--- src/rtl/csla_addsub_pipe.sv ---
// Pipelined carry-select add/sub with Z/C/N/V flags; slice k of S=WIDTH/PIPE bits resolved in stage k.
// Latency: PIPE cycles from accepted beat to out_valid; 1 beat/cycle throughput when out_ready is held high.
// Backpressure: full valid/ready stall chain, in_ready combinational from out_ready; optional saturation via CSLA_ADDSUB_SAT_EN.
module csla_addsub_pipe #(
    parameter int WIDTH = 32,
    parameter int PIPE  = 2,
    parameter int BLOCK = 4
) (
    input  logic             clk,
    input  logic             rst_n,
    input  logic             in_valid,
    output logic             in_ready,
    input  logic [WIDTH-1:0] a,
    input  logic [WIDTH-1:0] b,
    input  logic             sub,
    input  logic             cin,
`ifdef CSLA_ADDSUB_SAT_EN
    input  logic             sat,
`endif
    output logic             out_valid,
    input  logic             out_ready,
    output logic [WIDTH-1:0] y,
    output logic             c,
    output logic             z,
    output logic             n,
    output logic             v
);

    // Slice width per stage and number of carry-select blocks per slice.
    localparam int S  = WIDTH / PIPE;
    localparam int NB = S / BLOCK;

    // Per-stage valid bits and advance enables; adv[PIPE] is the consumer side.
    logic [PIPE-1:0] vld_vec;
    logic [PIPE:0]   adv;

    // Operand conditioning for stage 0: subtract inverts B and forces carry-in.
    logic [WIDTH-1:0] b_eff;
    logic             cy_eff;
    logic             sat_i;

    assign b_eff  = sub ? ~b : b;
    assign cy_eff = sub ? 1'b1 : cin;

`ifdef CSLA_ADDSUB_SAT_EN
    assign sat_i = sat;
`else
    assign sat_i = 1'b0;
`endif

    // A stage may load when it is empty or when its current beat moves on this cycle.
    always_comb begin
        adv[PIPE] = out_ready;
        for (int k = PIPE - 1; k >= 0; k--) begin
            adv[k] = ~vld_vec[k] | adv[k+1];
        end
    end

    assign in_ready = adv[0];

    genvar k;
    for (k = 0; k < PIPE; k++) begin : g_st
        // Stage registers: result bits resolved so far, operands, slice carry, sign bits for overflow.
        logic             vld_q,  vld_d;
        logic [WIDTH-1:0] res_q,  res_d;
        logic [WIDTH-1:0] opa_q,  opa_d;
        logic [WIDTH-1:0] opb_q,  opb_d;
        logic             cy_q,   cy_d;
        logic             amsb_q, amsb_d;
        logic             bmsb_q, bmsb_d;
        logic             sat_q,  sat_d;

        // Values offered to this stage by its upstream neighbour.
        logic             vld_in;
        logic [WIDTH-1:0] res_in;
        logic [WIDTH-1:0] opa_in;
        logic [WIDTH-1:0] opb_in;
        logic             cy_in;
        logic             amsb_in;
        logic             bmsb_in;
        logic             sat_in;

        // Carry-select working values for this stage's slice.
        logic [WIDTH-1:0] sum_res;
        logic             sel_cy;
        logic [BLOCK:0]   s0;
        logic [BLOCK:0]   s1;

        if (k == 0) begin : g_src
            assign vld_in  = in_valid;
            assign res_in  = '0;
            assign opa_in  = a;
            assign opb_in  = b_eff;
            assign cy_in   = cy_eff;
            assign amsb_in = a[WIDTH-1];
            assign bmsb_in = b_eff[WIDTH-1];
            assign sat_in  = sat_i;
        end else begin : g_src
            assign vld_in  = g_st[k-1].vld_q;
            assign res_in  = g_st[k-1].res_q;
            assign opa_in  = g_st[k-1].opa_q;
            assign opb_in  = g_st[k-1].opb_q;
            assign cy_in   = g_st[k-1].cy_q;
            assign amsb_in = g_st[k-1].amsb_q;
            assign bmsb_in = g_st[k-1].bmsb_q;
            assign sat_in  = g_st[k-1].sat_q;
        end

        // Slice k: each block forms sum-with-0 and sum-with-1 in parallel; the carry only drives the select muxes.
        always_comb begin
            sum_res = res_in;
            sel_cy  = cy_in;
            s0      = '0;
            s1      = '0;
            for (int j = 0; j < NB; j++) begin
                s0 = {1'b0, opa_in[k*S + j*BLOCK +: BLOCK]} + {1'b0, opb_in[k*S + j*BLOCK +: BLOCK]};
                s1 = {1'b0, opa_in[k*S + j*BLOCK +: BLOCK]} + {1'b0, opb_in[k*S + j*BLOCK +: BLOCK]}
                   + {{BLOCK{1'b0}}, 1'b1};
                sum_res[k*S + j*BLOCK +: BLOCK] = sel_cy ? s1[BLOCK-1:0] : s0[BLOCK-1:0];
                sel_cy = sel_cy ? s1[BLOCK] : s0[BLOCK];
            end
        end

        // Next state: hold while stalled, take the upstream beat when advancing; data only moves with a valid beat.
        always_comb begin
            vld_d  = vld_q;
            res_d  = res_q;
            opa_d  = opa_q;
            opb_d  = opb_q;
            cy_d   = cy_q;
            amsb_d = amsb_q;
            bmsb_d = bmsb_q;
            sat_d  = sat_q;
            if (adv[k]) begin
                vld_d = vld_in;
                if (vld_in) begin
                    res_d  = sum_res;
                    opa_d  = opa_in;
                    opb_d  = opb_in;
                    cy_d   = sel_cy;
                    amsb_d = amsb_in;
                    bmsb_d = bmsb_in;
                    sat_d  = sat_in;
                end
            end
        end

        // Stage flops; reset drops every in-flight beat.
        always_ff @(posedge clk or negedge rst_n) begin
            if (!rst_n) begin
                vld_q  <= 1'b0;
                res_q  <= '0;
                opa_q  <= '0;
                opb_q  <= '0;
                cy_q   <= 1'b0;
                amsb_q <= 1'b0;
                bmsb_q <= 1'b0;
                sat_q  <= 1'b0;
            end else begin
                vld_q  <= vld_d;
                res_q  <= res_d;
                opa_q  <= opa_d;
                opb_q  <= opb_d;
                cy_q   <= cy_d;
                amsb_q <= amsb_d;
                bmsb_q <= bmsb_d;
                sat_q  <= sat_d;
            end
        end

        assign vld_vec[k] = vld_q;

        // The last stage's operand copies have no consumer; synthesis trims them back through the pipe.
        if (k == PIPE - 1) begin : g_sink
            logic unused_ops;
            assign unused_ops = ^{opa_q, opb_q};
        end
    end

    // Final-stage view.
    logic [WIDTH-1:0] res_f;
    logic             cy_f;
    logic             amsb_f;
    logic             bmsb_f;
    logic             sat_f;
    logic             vld_f;

    assign res_f  = g_st[PIPE-1].res_q;
    assign cy_f   = g_st[PIPE-1].cy_q;
    assign amsb_f = g_st[PIPE-1].amsb_q;
    assign bmsb_f = g_st[PIPE-1].bmsb_q;
    assign sat_f  = g_st[PIPE-1].sat_q;
    assign vld_f  = g_st[PIPE-1].vld_q;

    logic             ovf;
    logic [WIDTH-1:0] sat_lim;
    logic [WIDTH-1:0] y_sel;

    // Overflow from operand signs vs result sign; clamp toward the sign of A when saturation is requested.
    always_comb begin
        ovf     = (amsb_f == bmsb_f) && (res_f[WIDTH-1] != amsb_f);
        sat_lim = {amsb_f, {(WIDTH-1){~amsb_f}}};
        y_sel   = (sat_f && ovf) ? sat_lim : res_f;
    end

    // Outputs read as zero whenever no result is presented.
    assign out_valid = vld_f;
    assign y         = vld_f ? y_sel : '0;
    assign c         = vld_f & cy_f;
    assign z         = vld_f & (y_sel == '0);
    assign n         = vld_f & y_sel[WIDTH-1];
    assign v         = vld_f & ovf;

endmodule

--- config.mk ---
export PLATFORM = sky130hd
export DESIGN_NAME = csla_addsub_pipe
export DESIGN_NICKNAME = d
export VERILOG_FILES = /design/src/rtl/csla_addsub_pipe.sv
export SDC_FILE = /design/constraint.sdc
export NUM_CORES = 1
export LEC_CHECK = 0
export ABC_AREA = 1
export BUFFER_PORTS_ARGS = -buffer_cell sky130_fd_sc_hd__buf_2
export CORE_MARGIN = 4
export CORE_UTILIZATION = 57
export DETAILED_ROUTE_END_ITERATION = 16
export GPL_ROUTABILITY_DRIVEN = 0
export GPL_TIMING_DRIVEN = 0
export PLACE_DENSITY = 0.78
export SLEW_MARGIN = 20
export SYNTH_ARGS = -nofsm -noshare
export SYNTH_HDL_FRONTEND = slang
export SYNTH_SLANG_ARGS = --single-unit
--- constraint.sdc ---
create_clock -name clk -period 2.6 [get_ports clk]
set_input_delay 0.52 -clock clk [delete_from_list [all_inputs] [get_ports clk]]
set_output_delay 0.52 -clock clk [all_outputs]
set_load 0.02 [all_outputs]
Word-level counts from Yosys, hierarchy flattened:

Cells that the tools add are included.

* memory bits (writable): 0
* bits in latches: 0
* input port bits: 70
* word-level logic and storage cells: 62
* memories: 0
* register bits: 120
* bits in read-only memories: 0

* reduce and logical (&&, ||, !) cells: 4
* shifts and indexed selects: 0
* multiplexer cells: 19
* $mul: 0
* add/subtract/negate cells: 16
* eq/ne operators: 2
* divide/modulo/power cells: 0
* bitwise logic cells: 9
* magnitude comparators: 0

Operators by type and width (number)
* 2-to-1 mux 32 bit: 2
* adder 4 x 4 -> 5 bit: 8
* adder 5 x 1 -> 5 bit (second input constant): 8
* zero test 32 bit: 1
* 2-to-1 mux 4 bit: 8
* inverter 32 bit: 1
* 2-to-1 mux 1 bit: 9
* bitwise AND 1 bit: 4
* AND reduction 2 bit: 2
* inverter 1 bit: 2
* bitwise OR 1 bit: 2
* equality test 1 bit: 1
* logical AND 1 bit: 1
* inequality test 1 bit: 1

Logic depth before layout (Yosys ltp):

* word-level depth: 8
* gate-level depth with buffers: 21
* depth with buffers taken out: 19

Least setup slack after synthesis:

No wires, ideal clock.

* path kind: input-to-reg
* start point: input port sub
* end point: register g_st[0].res_q[14]
* required time: 2483 ps
* arrival: 2935 ps
* setup time: 117 ps
* buffers on the path: 2
* cell stages on the path: 19
* slack: -453 ps
* cell sequence: buf_6 -> clkbuf_1 -> xor2_1 -> ha_1 -> inv_1 -> fa_1 -> inv_1 -> ha_1 -> inv_1 -> nor2_1 -> nand3_1 -> nand2_1 -> nand2_1 -> nand2_4 -> nand3_2 -> nand2_4 -> nand2_1 -> nand3_1 -> nand2_1

* longest elaborated chain between the ends: 7
* elaborated cells on any way between the ends: 14
* classes of those cells: add/sub: 8; mux: 6

Ends and longest elaborated chain
* start: declaration: RTL line 15 `input logic sub,`
* 2-to-1 mux 32 bit: RTL line 42 `assign b_eff = sub ? ~b : b;`
* adder 4 x 4 -> 5 bit: RTL line 116, 117
* adder 5 x 1 -> 5 bit: RTL line 118 `+ {{BLOCK{1'b0}}, 1'b1};`
* 2-to-1 mux 1 bit (3 in a row): RTL line 120 `sel_cy = sel_cy ? s1[BLOCK] : s0[BLOCK];`
* 2-to-1 mux 4 bit (*): RTL line 119 `sum_res[k*S + j*BLOCK +: BLOCK] = sel_cy ? s1[BLOCK-1:0] : s0[BLOCK-1:0];`
* end signal: assignment: RTL line 161 `res_q <= res_d;`
* end: declaration: RTL line 65 `logic [WIDTH-1:0] res_q, res_d;`

Every way passes the cells marked *; elsewhere a longest branch is shown, timed or not.
A chain may end at the register's enable or synchronous reset.

Worst setup path in the final report:

* start point: input port sub
* end point: register g_st[0].res_q[12]

The elaborated chain is that of the path after synthesis.

==> summary.txt <==
STA
  • Max-slew violation total from the final report: 0
  • Actual slew at the worst max-slew pin: 0.6596 ns
  • Unrepaired setup endpoints after global routing: true
  • Final Cycle Share: between 90% and 100%
  • Top achievable clock speed: 385.1 MHz
  • Number of setup violations in the final report: 0
  • Final hold vios: 0
  • Clock tree skew after final layout: 0.006739 ns
  • Hold Worst Slack: between 0.08 and 0.09 ns
  • Remaining max-slew budget at the tightest pin: 56.02%
  • Fin crit period: 2.597 ns

Yosys
  • Post-synth cell types: 36
  • Area of the mapped netlist: 0.005903 mm²
  • Mean instance size in the synthesized netlist: 7.530 µm²
  • Fraction of the yosys area taken by sequential cells: 36.46%
  • Count of warnings emitted by yosys: 0
  • Top cells by area in the synthesized netlist: sky130_fd_sc_hd__dfrtp_1 (36%), sky130_fd_sc_hd__nand2_1 (17%), sky130_fd_sc_hd__ha_1 (8.5%), sky130_fd_sc_hd__inv_1 (7.3%), sky130_fd_sc_hd__xor2_1 (4.6%)
  • Portion of synthesized cell area occupied by the leading cell type: a little over a third
  • Synthesized net count: 902
  • Syn Inst Count: 784
  • Synth area leader: sky130_fd_sc_hd__dfrtp_1
  • Number of register bits inferred by synthesis: 86

Flow run
  • Number of violations of the max-capacitance limit: 0

Place
  • Number of cells after detailed placement: 1,024
  • DP HPWL: 11,220 µm
  • Port buffer count: 106

Critical path
  • CP max stage cell: sky130_fd_sc_hd__fa_1
  • Number of buffers and inverters on the critical path: 6
  • Critical path's most frequent cell: sky130_fd_sc_hd__nand2_1
  • Critical Path End Type: register
  • Family with the most delay on the worst path: adder cells
  • Peak fanout along the critical path: 6
  • Setup CP Type: in -> reg
  • Worst Path Arrival: 2.85 ns
  • Critical path, cell by cell: buf_12 > clkbuf_16 > buf_6 > xor2_2 > ha_2 > inv_2 > fa_1 > inv_1 > ha_2 > inv_2 > nor2_2 > nand3_1 > nand2_1 > nand2_2 > nand3_4 > nand2_8 > nand2_1 > nand3_1 > nand2_1
  • Delay of the slowest cell on the worst path: around 0.53 ns
  • CP Data Required Time: 2.85 ns
  • Startpoint class of the critical path: primary input

Clocking
  • Buffer depth of the longest clock path: 2
  • Skew-Pair Late Insertion Delay: 0.36 ns
  • CTS tree: built
  • Clock root buffer master: sky130_fd_sc_hd__clkbuf_8
  • Clock slew at reported path FFs: 0.09 ns
  • Number of H-tree branching levels: 3
  • Clock sink total: 86
  • Number of clock buffers inserted by TritonCTS: 9
  • Quantity of hold-fixing buffers added after cts: 0

Global routing
  • Maximum number of pins on one net before global-route repair: 56
  • Wire length of the first global-routing pass: around 24,000 µm
  • Antenna violations before repair: 0
  • Vias in the first global route: 5,414
  • Global-route usage over all layers: 25.37%
  • Final global-route overflow total: 0

Route
  • Post-route DRC violation count: 0
  • Count of TritonRoute iterations in the first routing pass: 5
  • Via Count: 5,518
  • Number of nets still failing antenna checks after routing: 0
  • Via-per-instance ratio: 5.162
  • Routed wire length: 15,090 µm
  • 1st-iter DRT viols: 278
  • Detail-routed net length per standard cell: roughly 14 µm

Run status
  • Status: completed

Power and ir drop
  • Static Leak: 4.099 nW
  • Worst vdd ir: approximately 400 µV
  • Power density normalized to cell area: 831.0 mW/mm²

Final layout
  • NumNets Final: 1,049
  • Post-Layout Cell Count: 1,069
  • Fraction of layout instances using a drive strength above 1: 25.43%
  • Layout-stage area growth over the synthesis result: 25.88%
  • # diodes: 0

Die
  • Num rows: 36
  • Height of the die: 109.8 µm
  • Num ports: between 100 and 150
  • Placeable core region: 0.009910 mm²
  • Width of the die: 109.8 µm
  • Initial Utilization: 59.57%
  • Die footprint: 0.01205 mm²

Min path
  • Type of the most critical hold path: in -> async
metrics by stage:
| step | setup WS (ns) | power [mW] | TNS [ns] | cell area [µm²] | util (%) |
|---|---|---|---|---|---|
| 2_1_floorplan | -0.2335 | 3.995 | -1.816 | 5939 | - |
| 3_3_place_gp | -0.4246 | 4.627 | -3.803 | 6636 | 66.97 |
| 3_5_place_dp | -0.5173 | 4.780 | -4.844 | 6666 | 67.27 |
| 4_1_cts | -0.03347 | 5.825 | -0.03347 | 7077 | 71.41 |
| 5_1_grt | -0.1068 | 6.685 | -1.272 | 7431 | 74.99 |
| 6_report | 0.003298 | 6.175 | 0 | 7431 | 74.99 |
final cells by class:
class                           count  area [µm²]
Timing Repair Buffer              136       805.8
Sequential cell                    86        2152
Clock buffer                       10       127.6
Clock inverter                      6       71.32
Inverter                          117       441.7
Multi-Input combinational cell    556        3511
Buffer                             25       155.1
Tap cell                          133       166.4
Fill cell                         745        2479
what timing repair did:
item,in CTS,in global routing
pin swaps,26,46
gates resized for setup,18,62
endpoints found under the setup margin,9,18
setup buffers,17,13
power breakdown:
group,leakage [nW],switching [mW],total [mW],internal [mW]
combinational,2.96,1.90,3.11,1.21
sequential,1.05,0.354,2.11,1.76
clock,0.0931,0.503,0.955,0.451
registers in the layout, indices dropped and copies added, names as in the netlist:
| signal | cells |
|---|---|
| g_st.res_q | 48 |
| g_st.opa_q | 16 |
| g_st.opb_q | 16 |
| amsb_f | 1 |
| bmsb_f | 1 |
| cy_f | 1 |
| g_st.cy_q | 1 |
| g_st.vld_q | 1 |
| out_valid | 1 |
layer usage:
layer,track usage (%),up-vias,wire length (µm)
li1,-,2733,-
met1,33.28,2586,6465
met2,43.37,179,7472
met3,3.699,20,946
met4,7.836,0,206
met5,0,-,0
synth_stat cells:
master	n
sky130_fd_sc_hd__nor2_4	1
sky130_fd_sc_hd__o21bai_1	3
sky130_fd_sc_hd__o21ai_0	44
sky130_fd_sc_hd__nand2_4	7
sky130_fd_sc_hd__a21oi_1	12
sky130_fd_sc_hd__dfrtp_1	86
sky130_fd_sc_hd__nand3b_1	4
sky130_fd_sc_hd__ha_1	40
sky130_fd_sc_hd__nor4_1	6
sky130_fd_sc_hd__or4_1	2
sky130_fd_sc_hd__nor2_2	1
sky130_fd_sc_hd__and2_1	2
sky130_fd_sc_hd__xor2_1	31
sky130_fd_sc_hd__nand3_2	4
sky130_fd_sc_hd__xnor2_1	26
sky130_fd_sc_hd__inv_2	2
sky130_fd_sc_hd__inv_1	115
sky130_fd_sc_hd__nand4_1	4
sky130_fd_sc_hd__clkbuf_1	14
sky130_fd_sc_hd__xor2_2	1
sky130_fd_sc_hd__fa_1	8
sky130_fd_sc_hd__nand3_1	47
sky130_fd_sc_hd__nor3_1	4
sky130_fd_sc_hd__a31o_2	1
sky130_fd_sc_hd__buf_1	5
sky130_fd_sc_hd__buf_6	1
sky130_fd_sc_hd__buf_2	4
sky130_fd_sc_hd__o22ai_1	1
sky130_fd_sc_hd__o21ai_1	8
sky130_fd_sc_hd__o211ai_1	1
sky130_fd_sc_hd__or2_4	1
sky130_fd_sc_hd__buf_4	1
sky130_fd_sc_hd__a31oi_1	4
sky130_fd_sc_hd__nor2_1	25
sky130_fd_sc_hd__nand2_1	262
sky130_fd_sc_hd__nand2_2	6
final timing paths:
| check | start | to | slack (ns) | depth (start not counted) |
|---|---|---|---|---|
| worst max-delay path | sub | g_st[0].res_q[12] | 0.003 | 19 |
| worst min-delay path | rst_n | g_st[0].opa_q[23] | 0.09 | 1 |
| min in group clk | a[24] | g_st[0].opa_q[24] | 0.35 | 3 |
| worst max register to register | g_st[0].opb_q[16] | g_st[1].res_q[29] | 0.01 | 14 |
| worst min register to register | g_st[0].res_q[13] | g_st[0].res_q[13] | 0.48 | 2 |
| max in group asynchronous | rst_n | g_st[1].res_q[22] | 1.90 | 2 |
worst reg2reg max path: cells and delay by family (launching register included):
family,cells,cell delay (ns)
adder cells (fa/ha/maj),3,0.98
AND/OR/NAND/NOR,11,1.11
flip-flops,1,0.39
cells by family (layout without fill, tap and decap cells):
family                     count (synthesis)  after routing  share of synthesized area [%]
AOI/OAI and AO/OA                         74             74                          6.613
xor gates and xnor gates                  58             58                          8.733
adders and majority gates                 48             48                          11.19
buffers and inverters                    142            294                          9.305
DFF                                       86             86                          36.46
and+or+nand+nor                          376            376                          27.70
layout by cell type, fill, tap and decap left out, types with 5 or more instances in the layout:
cell type | Yosys | final
sky130_fd_sc_hd__o21ai_0 | 44 | 39
sky130_fd_sc_hd__buf_1 | 5 | 5
sky130_fd_sc_hd__dfrtp_1 | 86 | 86
sky130_fd_sc_hd__nand3_2 | 4 | 8
sky130_fd_sc_hd__fa_1 | 8 | 7
sky130_fd_sc_hd__buf_4 | 1 | 26
sky130_fd_sc_hd__nor2_1 | 25 | 22
sky130_fd_sc_hd__clkbuf_1 | 14 | 14
sky130_fd_sc_hd__o21ai_1 | 8 | 13
sky130_fd_sc_hd__nand2_1 | 262 | 248
sky130_fd_sc_hd__nand3_1 | 47 | 38
sky130_fd_sc_hd__nand2_4 | 7 | 7
sky130_fd_sc_hd__ha_1 | 40 | 29
sky130_fd_sc_hd__nand2_2 | 6 | 16
sky130_fd_sc_hd__a21oi_1 | 12 | 12
sky130_fd_sc_hd__nand3_4 | 0 | 5
sky130_fd_sc_hd__xor2_2 | 1 | 8
sky130_fd_sc_hd__inv_2 | 2 | 9
sky130_fd_sc_hd__xor2_1 | 31 | 24
sky130_fd_sc_hd__nor4_1 | 6 | 5
sky130_fd_sc_hd__buf_2 | 4 | 108
sky130_fd_sc_hd__ha_2 | 0 | 9
sky130_fd_sc_hd__clkbuf_8 | 0 | 9
sky130_fd_sc_hd__inv_1 | 115 | 107
sky130_fd_sc_hd__xnor2_1 | 26 | 24
No activity file was read; power rests on OpenSTA's default activity.
